File: src/rtl/iir_pkg.sv
// Shared types, constants and fixed-point helpers for the TDM biquad.
// Helpers work on a 64-bit signed carrier, so every width they are given must stay below 64.
package iir_pkg;

    localparam int unsigned DEF_COEF_FRAC = 14;
    localparam int          COEF_ONE      = 1 << DEF_COEF_FRAC;
    localparam int unsigned WIDE_W        = 64;

    typedef logic signed [WIDE_W-1:0] wide_t;

    typedef enum logic [2:0] {
        StIdle,
        StC0,
        StC1,
        StC2,
        StC3,
        StC4,
        StOut
    } state_e;

    function automatic int unsigned ch_w(input int unsigned n);
        return (n < 2) ? 1 : $clog2(n);
    endfunction

    function automatic wide_t max_of(input int unsigned w);
        return (wide_t'(1) <<< (w - 1)) - wide_t'(1);
    endfunction

    function automatic wide_t min_of(input int unsigned w);
        return -(wide_t'(1) <<< (w - 1));
    endfunction

    // Round half toward +inf, then drop the fraction bits.
    function automatic wide_t rnd_shift(input wide_t v, input int unsigned frac);
        wide_t half;
        half = (frac == 0) ? wide_t'(0) : (wide_t'(1) <<< (frac - 1));
        return (v + half) >>> frac;
    endfunction

    function automatic wide_t sat(input wide_t v, input int unsigned w);
        if (v > max_of(w)) return max_of(w);
        if (v < min_of(w)) return min_of(w);
        return v;
    endfunction

    function automatic logic clipped(input wide_t v, input int unsigned w);
        return (v > max_of(w)) || (v < min_of(w));
    endfunction

endpackage

File: src/rtl/iir_biquad_tdm_if.sv
// Sample-in / sample-out stream bundle of the TDM biquad.
interface iir_biquad_tdm_if #(
    parameter int unsigned DATA_W = 16,
    parameter int unsigned CH_W   = 2
);
    logic                     in_valid;
    logic                     in_ready;
    logic [CH_W-1:0]          in_ch;
    logic signed [DATA_W-1:0] in_data;
    logic                     out_valid;
    logic                     out_ready;
    logic [CH_W-1:0]          out_ch;
    logic signed [DATA_W-1:0] out_data;
    logic                     ovf;
    logic                     ch_err;

    modport master (
        output in_valid, in_ch, in_data, out_ready,
        input  in_ready, out_valid, out_ch, out_data, ovf, ch_err
    );

    modport slave (
        input  in_valid, in_ch, in_data, out_ready,
        output in_ready, out_valid, out_ch, out_data, ovf, ch_err
    );
endinterface

File: src/rtl/iir_mac.sv
// Single shared multiplier: acc <= sat(addend +/- coef*data), with the pre-register sum exposed.
module iir_mac
    import iir_pkg::*;
#(
    parameter int unsigned DATA_W = 16,
    parameter int unsigned COEF_W = 16,
    parameter int unsigned ACC_W  = 40
) (
    input  logic                     clk,
    input  logic                     rst_n,
    input  logic                     en,
    input  logic                     sub,
    input  logic signed [COEF_W-1:0] coef,
    input  logic signed [DATA_W-1:0] data,
    input  logic signed [ACC_W-1:0]  addend,
    output logic signed [ACC_W-1:0]  acc_next,
    output logic signed [ACC_W-1:0]  acc
);

    wide_t prod;
    wide_t sum;

    always_comb begin
        prod     = wide_t'(coef) * wide_t'(data);
        sum      = sub ? (wide_t'(addend) - prod) : (wide_t'(addend) + prod);
        acc_next = ACC_W'(sat(sum, ACC_W));
    end

    always_ff @(posedge clk or negedge rst_n) begin
        if (!rst_n) begin
            acc <= '0;
        end else if (en) begin
            acc <= acc_next;
        end
    end

endmodule

File: src/rtl/iir_biquad_tdm.sv
// Time-multiplexed transposed-DF-II biquad: one multiply per state, per-channel s1/s2 in arrays.
module iir_biquad_tdm
    import iir_pkg::*;
#(
    parameter int unsigned DATA_W    = 16,
    parameter int unsigned COEF_W    = 16,
    parameter int unsigned COEF_FRAC = DEF_COEF_FRAC,
    parameter int unsigned NUM_CH    = 4,
    parameter int unsigned ACC_W     = 40
) (
    input logic                     clk,
    input logic                     rst_n,
    input logic                     clr,
    input logic signed [COEF_W-1:0] b0,
    input logic signed [COEF_W-1:0] b1,
    input logic signed [COEF_W-1:0] b2,
    input logic signed [COEF_W-1:0] a1,
    input logic signed [COEF_W-1:0] a2,
    iir_biquad_tdm_if.slave         bus
);

    localparam int unsigned CH_W = ch_w(NUM_CH);

    state_e state_q, state_d;

    logic signed [COEF_W-1:0] b0_q, b1_q, b2_q, a1_q, a2_q;
    logic signed [DATA_W-1:0] x_q, y_q, y_d;
    logic [CH_W-1:0]          ch_q;
    logic                     ovf_q, ovf_d, ch_err_q;
    logic signed [ACC_W-1:0]  s1_q [NUM_CH];
    logic signed [ACC_W-1:0]  s2_q [NUM_CH];
    logic signed [ACC_W-1:0]  s1n_q;

    logic                     take, ch_ok, busy;
    logic                     mac_en, mac_sub;
    logic signed [COEF_W-1:0] mac_coef;
    logic signed [DATA_W-1:0] mac_data;
    logic signed [ACC_W-1:0]  mac_addend, acc_next, acc;
    wide_t                    y_rnd;

    assign take  = (state_q == StIdle) && bus.in_valid;
    assign ch_ok = int'(bus.in_ch) < int'(NUM_CH);
    assign busy  = (state_q == StC0) || (state_q == StC1) || (state_q == StC2) ||
                   (state_q == StC3) || (state_q == StC4);

    always_comb begin
        state_d    = state_q;
        mac_en     = 1'b0;
        mac_sub    = 1'b0;
        mac_coef   = b0_q;
        mac_data   = x_q;
        mac_addend = '0;
        unique case (state_q)
            StIdle: if (take && ch_ok) state_d = StC0;
            StC0: begin
                mac_en     = 1'b1;
                mac_addend = s1_q[ch_q];
                state_d    = StC1;
            end
            StC1: begin
                mac_en     = 1'b1;
                mac_coef   = b1_q;
                mac_addend = s2_q[ch_q];
                state_d    = StC2;
            end
            StC2: begin
                mac_en     = 1'b1;
                mac_sub    = 1'b1;
                mac_coef   = a1_q;
                mac_data   = y_q;
                mac_addend = acc;
                state_d    = StC3;
            end
            StC3: begin
                mac_en   = 1'b1;
                mac_coef = b2_q;
                state_d  = StC4;
            end
            StC4: begin
                mac_en     = 1'b1;
                mac_sub    = 1'b1;
                mac_coef   = a2_q;
                mac_data   = y_q;
                mac_addend = acc;
                state_d    = StOut;
            end
            StOut:   if (bus.out_ready) state_d = StIdle;
            default: state_d = StIdle;
        endcase
        if (clr && busy) state_d = StIdle;
    end

    // acc holds b0*x + s1 while in C1; y is taken from it at the C1 exit edge.
    always_comb begin
        y_rnd = rnd_shift(wide_t'(acc), COEF_FRAC);
        y_d   = DATA_W'(sat(y_rnd, DATA_W));
        ovf_d = clipped(y_rnd, DATA_W);
    end

    iir_mac #(
        .DATA_W (DATA_W),
        .COEF_W (COEF_W),
        .ACC_W  (ACC_W)
    ) u_mac (
        .clk      (clk),
        .rst_n    (rst_n),
        .en       (mac_en),
        .sub      (mac_sub),
        .coef     (mac_coef),
        .data     (mac_data),
        .addend   (mac_addend),
        .acc_next (acc_next),
        .acc      (acc)
    );

    always_ff @(posedge clk or negedge rst_n) begin
        if (!rst_n) begin
            state_q <= StIdle;
        end else begin
            state_q <= state_d;
        end
    end

    always_ff @(posedge clk or negedge rst_n) begin
        if (!rst_n) begin
            b0_q     <= '0;
            b1_q     <= '0;
            b2_q     <= '0;
            a1_q     <= '0;
            a2_q     <= '0;
            x_q      <= '0;
            ch_q     <= '0;
            y_q      <= '0;
            ovf_q    <= 1'b0;
            ch_err_q <= 1'b0;
            s1n_q    <= '0;
            for (int i = 0; i < int'(NUM_CH); i++) begin
                s1_q[i] <= '0;
                s2_q[i] <= '0;
            end
        end else begin
            ch_err_q <= take && !ch_ok;
            if (take && ch_ok) begin
                x_q  <= bus.in_data;
                ch_q <= bus.in_ch;
                b0_q <= b0;
                b1_q <= b1;
                b2_q <= b2;
                a1_q <= a1;
                a2_q <= a2;
            end
            if (state_q == StC1) begin
                y_q   <= y_d;
                ovf_q <= ovf_d;
            end
            if (state_q == StC3) s1n_q <= acc;
            if (clr) begin
                for (int i = 0; i < int'(NUM_CH); i++) begin
                    s1_q[i] <= '0;
                    s2_q[i] <= '0;
                end
            end else if (state_q == StC4) begin
                s1_q[ch_q] <= s1n_q;
                s2_q[ch_q] <= acc_next;
            end
        end
    end

    assign bus.in_ready  = (state_q == StIdle);
    assign bus.out_valid = (state_q == StOut);
    assign bus.out_ch    = ch_q;
    assign bus.out_data  = y_q;
    assign bus.ovf       = ovf_q;
    assign bus.ch_err    = ch_err_q;

endmodule
File: src/flat_wrapper.sv
// flat-port wrapper written by rule: the top's interface ports become plain ports
module iir_biquad_tdm_flat import iir_pkg::*;
#(
    parameter int unsigned DATA_W    = 16,
    parameter int unsigned COEF_W    = 16,
    parameter int unsigned COEF_FRAC = DEF_COEF_FRAC,
    parameter int unsigned NUM_CH    = 4,
    parameter int unsigned ACC_W     = 40
)
  (clk, rst_n, clr, b0, b1, b2, a1, a2, bus_in_valid, bus_in_ch, bus_in_data, bus_out_ready, bus_in_ready, bus_out_valid, bus_out_ch, bus_out_data, bus_ovf, bus_ch_err);
  iir_biquad_tdm_if #(.DATA_W(DATA_W)) bus_i ();
  input logic clk;
  input logic rst_n;
  input logic clr;
  input logic signed [COEF_W-1:0] b0;
  input logic signed [COEF_W-1:0] b1;
  input logic signed [COEF_W-1:0] b2;
  input logic signed [COEF_W-1:0] a1;
  input logic signed [COEF_W-1:0] a2;
  input wire logic [$bits(bus_i.in_valid)-1:0] bus_in_valid;
  input wire logic [$bits(bus_i.in_ch)-1:0] bus_in_ch;
  input wire logic [$bits(bus_i.in_data)-1:0] bus_in_data;
  input wire logic [$bits(bus_i.out_ready)-1:0] bus_out_ready;
  output wire logic [$bits(bus_i.in_ready)-1:0] bus_in_ready;
  output wire logic [$bits(bus_i.out_valid)-1:0] bus_out_valid;
  output wire logic [$bits(bus_i.out_ch)-1:0] bus_out_ch;
  output wire logic [$bits(bus_i.out_data)-1:0] bus_out_data;
  output wire logic [$bits(bus_i.ovf)-1:0] bus_ovf;
  output wire logic [$bits(bus_i.ch_err)-1:0] bus_ch_err;
  assign bus_i.in_valid = bus_in_valid;
  assign bus_i.in_ch = bus_in_ch;
  assign bus_i.in_data = bus_in_data;
  assign bus_i.out_ready = bus_out_ready;
  assign bus_in_ready = bus_i.in_ready;
  assign bus_out_valid = bus_i.out_valid;
  assign bus_out_ch = bus_i.out_ch;
  assign bus_out_data = bus_i.out_data;
  assign bus_ovf = bus_i.ovf;
  assign bus_ch_err = bus_i.ch_err;
  iir_biquad_tdm #(.DATA_W(DATA_W), .COEF_W(COEF_W), .COEF_FRAC(COEF_FRAC), .NUM_CH(NUM_CH), .ACC_W(ACC_W)) u_core (.clk(clk), .rst_n(rst_n), .clr(clr), .b0(b0), .b1(b1), .b2(b2), .a1(a1), .a2(a2), .bus(bus_i));
endmodule
File: config.mk
export PLATFORM = sky130hd
export DESIGN_NAME = iir_biquad_tdm_flat
export DESIGN_NICKNAME = d
export VERILOG_FILES = /design/src/rtl/iir_pkg.sv /design/src/rtl/iir_biquad_tdm_if.sv /design/src/rtl/iir_mac.sv /design/src/rtl/iir_biquad_tdm.sv /design/src/flat_wrapper.sv
export SDC_FILE = /design/constraint.sdc
export NUM_CORES = 2
export LEC_CHECK = 0
export ABC_AREA = 0
export CORE_MARGIN = 2
export CORE_UTILIZATION = 30
export DETAILED_ROUTE_END_ITERATION = 10
export PLACE_DENSITY = 0.54
export SLEW_MARGIN = 10
export SYNTH_ARGS = -nofsm -noshare
export SYNTH_HDL_FRONTEND = slang
export SYNTH_SLANG_ARGS = --single-unit
export TNS_END_PERCENT = 20
File: constraint.sdc
create_clock -name clk -period 26 [get_ports clk]
set_input_delay 3.9 -clock clk [delete_from_list [all_inputs] [get_ports clk]]
set_output_delay 3.9 -clock clk [all_outputs]
set_load 0.05 [all_outputs]
Word level (Yosys, flattened, before mapping)

Index checks and enable logic that the tools add are counted.

Register bits after elaboration: 518
Word-level logic and storage cells: 90

$add $sub $neg: 3
Multiply operators: 1
Order comparisons: 6
Equality and inequality tests: 8
Muxes and demuxes: 38
Bitwise logic cells: 1
Reductions and logical operators: 13

Operators by type and width:

| kind                     | number |
|---|---|
| $mux W160                | 4 |
| $mux W40                 | 9 |
| $bwmux W160              | 2 |
| $bmux W40 S2             | 2 |
| $pmux W40 S3             | 1 |
| $demux W40 S2            | 1 |
| $mux W16                 | 5 |
| $gt A64 B40 Y1 const B   | 1 |
| $lt A64 B40 Y1 const B   | 1 |
| $mux W64                 | 1 |
| $pmux W16 S4             | 1 |
| $add A40 B15 Y41 const B | 1 |
| $add A40 B32 Y41         | 1 |
| $sub A40 B32 Y41         | 1 |
| $mul A16 B16 Y32         | 1 |
| $gt A27 B16 Y1 const B   | 1 |
| $lt A27 B16 Y1 const B   | 1 |
| $pmux W3 S7              | 1 |
| $eq A3 B3 Y1 const B     | 3 |
| $mux W3                  | 3 |
| $mux W1                  | 8 |
| $eq A3 B2 Y1 const B     | 2 |
| $logic_or A1 B1 Y1       | 5 |
| $reduce_or A5 Y1         | 1 |
| 11 further kinds         | 13 |

Logic depth before layout (Yosys ltp)

Depth in word-level cells: 15
Gate-level depth with buffers: 50

Hierarchy

Synthesis repeated with hierarchy kept, for this count alone.

Cells, all modules: 4062
Area total of the unflattened synthesis: 38484.4 µm²

Modules (own cells, without submodules):

| module         | instances | cells each | area an instance (µm²) | seq. area each (µm²) |
|---|---|---|---|---|
| iir_biquad_tdm | 1         | 2294       | 23067.1                | 11961.5 |
| iir_mac        | 1         | 1768       | 15417.3                | 1001.0 |

Worst setup path before layout

No wires, ideal clock.

Path kind: reg2reg
Start: reg u_core.state_q[1]
End: reg u_core.u_mac.acc[16]
Library setup time: 147 ps
Data arrival time: 11906 ps
Setup slack: 13948 ps
Stages on the path, launching flop included: 46
Period minus slack after synthesis: 12052 ps
Cells stage by stage: dfrtp_1 -> inv_1 -> clkbuf_1 -> buf_1 -> ha_1 -> buf_1 -> buf_1 -> mux2i_1 -> nor2_1 -> fa_1 -> inv_1 -> fa_1 -> fa_1 -> inv_1 -> fa_1 -> fa_1 -> fa_1 -> ha_1 -> [... 10 more ...] -> a31oi_1 -> xnor2_1 -> ha_1 -> a21o_1 -> a21o_1 -> a21o_1 -> a21o_1 -> a21o_1 -> o31ai_1 -> o21ai_0 -> a21oi_1 -> xor2_1 -> and2_1 -> clkbuf_1 -> and2_1 -> buf_2 -> buf_1 -> a311oi_1

Cells in the longest elaborated chain, start to end: 11
Elaborated cells on any way between the ends: 24
Those cells by class: add/sub: 2; mul: 1; order compare: 2; eq/ne: 5; mux: 12; reduce/logical: 2

RTL lines:

| element                                                     | RTL line              | RTL |
|---|---|---|
| start: declaration                                          | iir_biquad_tdm.sv:24  | `state_e state_q, state_d;` |
| start signal: assignment                                    | iir_biquad_tdm.sv:118 | `state_q <= StIdle;` |
| start signal: assignment                                    | iir_biquad_tdm.sv:120 | `state_q <= state_d;` |
| $eq A3 B3 Y1 / $eq A3 B2 Y1 (equally long branches)         | iir_biquad_tdm.sv:53  | `unique case (state_q)` |
| $reduce_or A2 Y1 (no source line)                           | n/a                   |  |
| $mux W16                                                    | iir_biquad_tdm.sv:53  |  |
| $mul A16 B16 Y32                                            | iir_mac.sv:24         | `prod = wide_t'(coef) * wide_t'(data);` |
| $add A40 B32 Y41 / $sub A40 B32 Y41 (equally long branches) | iir_mac.sv:25         | `sum = sub ? (wide_t'(addend) - prod) : (wide_t'(addend) + prod);` |
| $mux W64                                                    | iir_mac.sv:25         |  |
| $lt A64 B40 Y1                                              | iir_pkg.sv:42         | `if (v < min_of(w)) return min_of(w);` |
| $mux W1 (2 in series)                                       | iir_pkg.sv:42         |  |
| $mux W40                                                    | iir_pkg.sv:43         | `return v;` |
| $mux W40                                                    | iir_pkg.sv:42         |  |
| end signal: assignment                                      | iir_mac.sv:33         | `acc <= acc_next;` |
| end: declaration                                            | iir_mac.sv:17         | `output logic signed [ACC_W-1:0] acc` |

Several ways; a longest one is shown, not always the timed one. The select of a mux whose other input is x is not followed.
A chain may end at the register's enable or synchronous reset.

Worst setup path in the final report

Start: reg u_core.state_q[2]
End: reg u_core.s2_q[154] in the netlist's numbering

Cells in the longest elaborated chain, start to end: 14
Elaborated cells on any way between the ends: 26
Those cells by class: add/sub: 2; mul: 1; order compare: 2; eq/ne: 5; mux: 14; reduce/logical: 2

RTL lines:

| element                                                     | RTL line                                    | RTL |
|---|---|---|
| $eq A3 B3 Y1 / $eq A3 B2 Y1 (equally long branches)         | iir_biquad_tdm.sv:53, iir_biquad_tdm.sv:162 |  |
| $reduce_or A2 Y1 (no source line)                           | n/a                                         |  |
| $mux W16                                                    | iir_biquad_tdm.sv:53                        |  |
| $mul A16 B16 Y32                                            | iir_mac.sv:24                               |  |
| $add A40 B32 Y41 / $sub A40 B32 Y41 (equally long branches) | iir_mac.sv:25                               |  |
| $mux W64                                                    | iir_mac.sv:25                               |  |
| $lt A64 B40 Y1                                              | iir_pkg.sv:42                               |  |
| $mux W1 (2 in series)                                       | iir_pkg.sv:42                               |  |
| $mux W40                                                    | iir_pkg.sv:43                               |  |
| $mux W40                                                    | iir_pkg.sv:42                               |  |
| $bwmux W160                                                 | iir_biquad_tdm.sv:164                       | `s2_q[ch_q] <= acc_next;` |
| $mux W160                                                   | iir_biquad_tdm.sv:162                       | `end else if (state_q == StC4) begin` |
| $mux W160                                                   | iir_biquad_tdm.sv:157                       | `if (clr) begin` |
| end signal: indexed assignment                              | iir_biquad_tdm.sv:164                       |  |
| end: declaration                                            | iir_biquad_tdm.sv:31                        | `logic signed [ACC_W-1:0] s2_q [NUM_CH];` |

Several ways; a longest one is shown, not always the timed one. The select of a mux whose other input is x is not followed.

==> impl_metrics.env <==
export IMPL_outcome="complete, no violations"
export IMPL_die_height_um=360
export IMPL_clk_latency_ns=0.64
export IMPL_drt_initial_drc_count=2256
export IMPL_synthTopCellsByArea="dfrtp_1 (34%), fa_1 (14%), nand2_1 (6.3%), mux4_2 (4.7%), mux2_2 (4.5%)"
export IMPL_synthAdderAreaFrac_pct=19.2
export IMPL_avgSynthCellArea_um2=9.64
export IMPL_rrSetupSlack_ns=11.30
export IMPL_grt_max_degree=155
export IMPL_synth_nets=4431
export IMPL_synth_compound_area_share_pct=14.0
export IMPL_seq_area_frac_synth_pct=34.1
export IMPL_hold_violations=0
export IMPL_worstSetupPathDepth=42
export IMPL_rr_worst_depth=42
export IMPL_rows=130
export IMPL_setup_tns_ns=0
export IMPL_seq_area_um2=13000
export IMPL_drc=0
export IMPL_antennaDiodeCount=0
export IMPL_holdBufCountCts=0
export IMPL_max_cap_violations=0
export IMPL_setup_violations=0
export IMPL_syn2layout_area_growth_pct=12.5
export IMPL_grt_pass1_wl_um=185000
export IMPL_synth_area_leader_cell="dfrtp_1"
export IMPL_worstMarginPinSlew_ns=1.23
export IMPL_wirelength_um=118000
export IMPL_yosys_area_share_simple_pct=12.6
export IMPL_cts_max_level=2
export IMPL_cpMostUsedCell="fa_1"
export IMPL_hpwlAfterDp_um=83200
export IMPL_postCtsSetupBuffers=0
export IMPL_grt_usage_pct=18.2
export IMPL_crit_arrival_ns=15.16
export IMPL_port_buffers=123
export IMPL_synth_mux_area_share_pct=11.1
export IMPL_synth_flop_cell="dfrtp_1"
export IMPL_drive_above_1_share_pct=12.3
export IMPL_hold_depth=2
export IMPL_async_reset_ff_share_pct=100
export IMPL_clk_pin_slew_ns=0.07
export IMPL_cts_resized=0
export IMPL_viasPerCell=5.20
export IMPL_syn_inst=3939
export IMPL_crit_required_ns=26.46
export IMPL_io_pins=125
export IMPL_clk_path_buf_depth=3
export IMPL_layout_nets=4407
export IMPL_ant_nets=0
export IMPL_die_area_um2=129000
export IMPL_reg2reg_from="u_core.state_q[2]"
export IMPL_fill_cells=12829
export IMPL_numCtsBuffers=53
export IMPL_cpPeakStageDelay_ns=0.68
export IMPL_via_count=29160
export IMPL_cts_tree="built"
export IMPL_crit_slowest_cell="nand2_1"
export IMPL_initial_core_util_pct=30.2
export IMPL_die_w_um=360
export IMPL_hold_path_startpoint="u_core.s2_q[28]"
export IMPL_antenna_found_initial=1
export IMPL_wl_per_cell_um=21.0
export IMPL_worst_hold_path_type="reg2reg"
export IMPL_crit_type="reg2reg"
export IMPL_min_to="u_core.s2_q[28]"
export IMPL_fin_crit_ns=14.70
export IMPL_critPathLaunchType="flip-flop"
export IMPL_rsz0062_at_grt="no"
export IMPL_multi_input_area_um2=22800
export IMPL_setup_worst_path_end_class="flip-flop"
export IMPL_root_buffer="clkbuf_16"
export IMPL_synth_top_family_by_area="adder cells"
export IMPL_timing_rr_end="u_core.s2_q[154]"
export IMPL_synthDistinctLibCells=80
export IMPL_max_slew_margin_pct=15.7
export IMPL_cp_top_family="adder cells"
export IMPL_skew_ns=0.0324
export IMPL_critPathBufInv=7
export IMPL_core_um2=126000
export IMPL_synth_area_um2=38000
export IMPL_place_gp_congestion=0.912
export IMPL_synth_seq_cells=518
export IMPL_synth_xor_area_share_pct=2.70
export IMPL_synth_top_area_share_pct=34.1
export IMPL_cts_sinks=518
export IMPL_yosysWarnings=0
export IMPL_path_max_fanout=54
export IMPL_max_freq_mhz=68.0
export IMPL_period_share_pct=56.5
export IMPL_synth_edf_count=0
export IMPL_maxSlewViolCount=0
export IMPL_first_pass_iters=5
export IMPL_grt_pass1_vias=29734
export IMPL_grt_ovfl_total=0
placed cells by master (no fill, tap or decap), types with 43 or more instances in the layout:
cell type          n
xor2_1            46
mux2_2           150
nand2_1          633
a22o_1            43
dfrtp_1          513
buf_4             61
a21oi_1          223
fa_1             263
inv_1            356
clkbuf_16         54
o21ai_0           90
mux4_2            80
o22ai_1           43
nor2_1           313
clkdlybuf4s50_1  121
a211oi_1         109
ha_1             126
xnor2_1           70
mux2i_1           70
sequential cells by signal (all words and copies together), names as in the netlist:
name / cells
u_core.bus.ovf: 1
u_core.x_q: 16
u_core.s1n_q: 40
u_core.b0_q: 16
u_core.b1_q: 16
u_core.s2_q: 160
u_core.a1_q: 16
u_core.bus.out_ch: 2
u_core.state_q: 3
u_core.s1_q: 160
u_core.a2_q: 16
u_core.bus.out_data: 16
u_core.b2_q: 16
u_core.u_mac.acc: 40
cell type report:
class                           instances  area share (%)
Clock buffer                           79            3.60
Clock inverter                         21           0.633
Inverter                              358            3.15
Multi-Input combinational cell       2798            53.3
Sequential cell                       518            30.4
Tap cell                             1650            4.84
Timing Repair Buffer                  186            4.07
Yosys cell counts (4+ instances only):
cell and count:
nand2_1 634, dfrtp_1 518, inv_1 357, nor2_1 317, fa_1 263, clkbuf_1 226
a21oi_1 223, mux2_2 150, ha_1 126, a211oi_1 109, o21ai_0 91, mux4_2 80
mux2i_1 73, xnor2_1 70, xor2_1 47, o22ai_1 44, a22o_1 43, nand3_1 40
o21ai_1 40, a22oi_1 39, maj3_2 38, a21o_1 37, buf_1 29, o21a_1 29
a311oi_1 26, nand2b_1 26, nor3_1 22, o211ai_1 21, and3_1 20, or2_2 18
a31oi_1 17, a211oi_2 15, nor2b_1 14, o31ai_1 14, nand4_1 10, and2_1 9
buf_2 9, nor3b_1 8, o2bb2ai_1 6, a211o_1 5, nor4_1 5, o211a_1 5
o21bai_1 5, a221o_1 4, or3_1 4
metrics by stage:
step	util (%)	hold WS [ns]	cell area, µm²	worst slack, ns	instances
5_1_grt	34.0	0.507	42700	10.59	5610
2_1_floorplan	-	0.450	38000	13.95	3939
6_report	34.0	0.483	42700	11.30	5610
4_1_cts	34.0	0.485	42700	11.53	5610
3_3_place_gp	32.6	0.462	40900	11.50	5510
3_5_place_dp	32.6	0.471	40900	11.60	5510
logic make-up (layout without fill, tap and decap cells):
kind of cell | after synthesis | count (layout)
and+or+nand+nor | 1146 | 1146
muxes | 303 | 303
DFF | 518 | 518
adders and majority gates | 428 | 428
buffers and inverters | 623 | 644
xor gates and xnor gates | 117 | 117
other | 1 | 1
AOI/OAI and AO/OA | 803 | 803
routing by layer:
| metal | global-route usage [%] | vias up | wire length, µm |
|---|---|---|---|
| li1 | - | 13351 | - |
| met1 | 26.8 | 14794 | 56100 |
| met2 | 28.2 | 884 | 52300 |
| met3 | 2.47 | 129 | 6680 |
| met4 | 4.19 | 2 | 2540 |
| met5 | 0 | - | 13 |
worst max path at each step:
stage	to	start
finish	u_core.s2_q[154]	u_core.state_q[2]
global route	u_core.u_mac.acc[17]	u_core.state_q[2]
CTS	u_core.u_mac.acc[20]	u_core.state_q[2]
detailed placement	u_core.s2_q[114]	u_core.state_q[2]
global placement	u_core.s2_q[154]	u_core.state_q[2]
floorplan	u_core.u_mac.acc[16]	u_core.state_q[1]
worst reg2reg max path: cells and delay by family (launching register included):
kind,cells,cell delay (ns)
buffers and inverters,7,2.31
and+or+nand+nor,13,4.17
xor gates and xnor gates,2,0.54
AOI/OAI and AO/OA,11,2.59
DFF,1,0.34
adders and majority gates,9,4.61
Power is left out: the tool's default activity adds up to more than one toggle a clock period on the data nets, which glitch-free logic cannot reach.
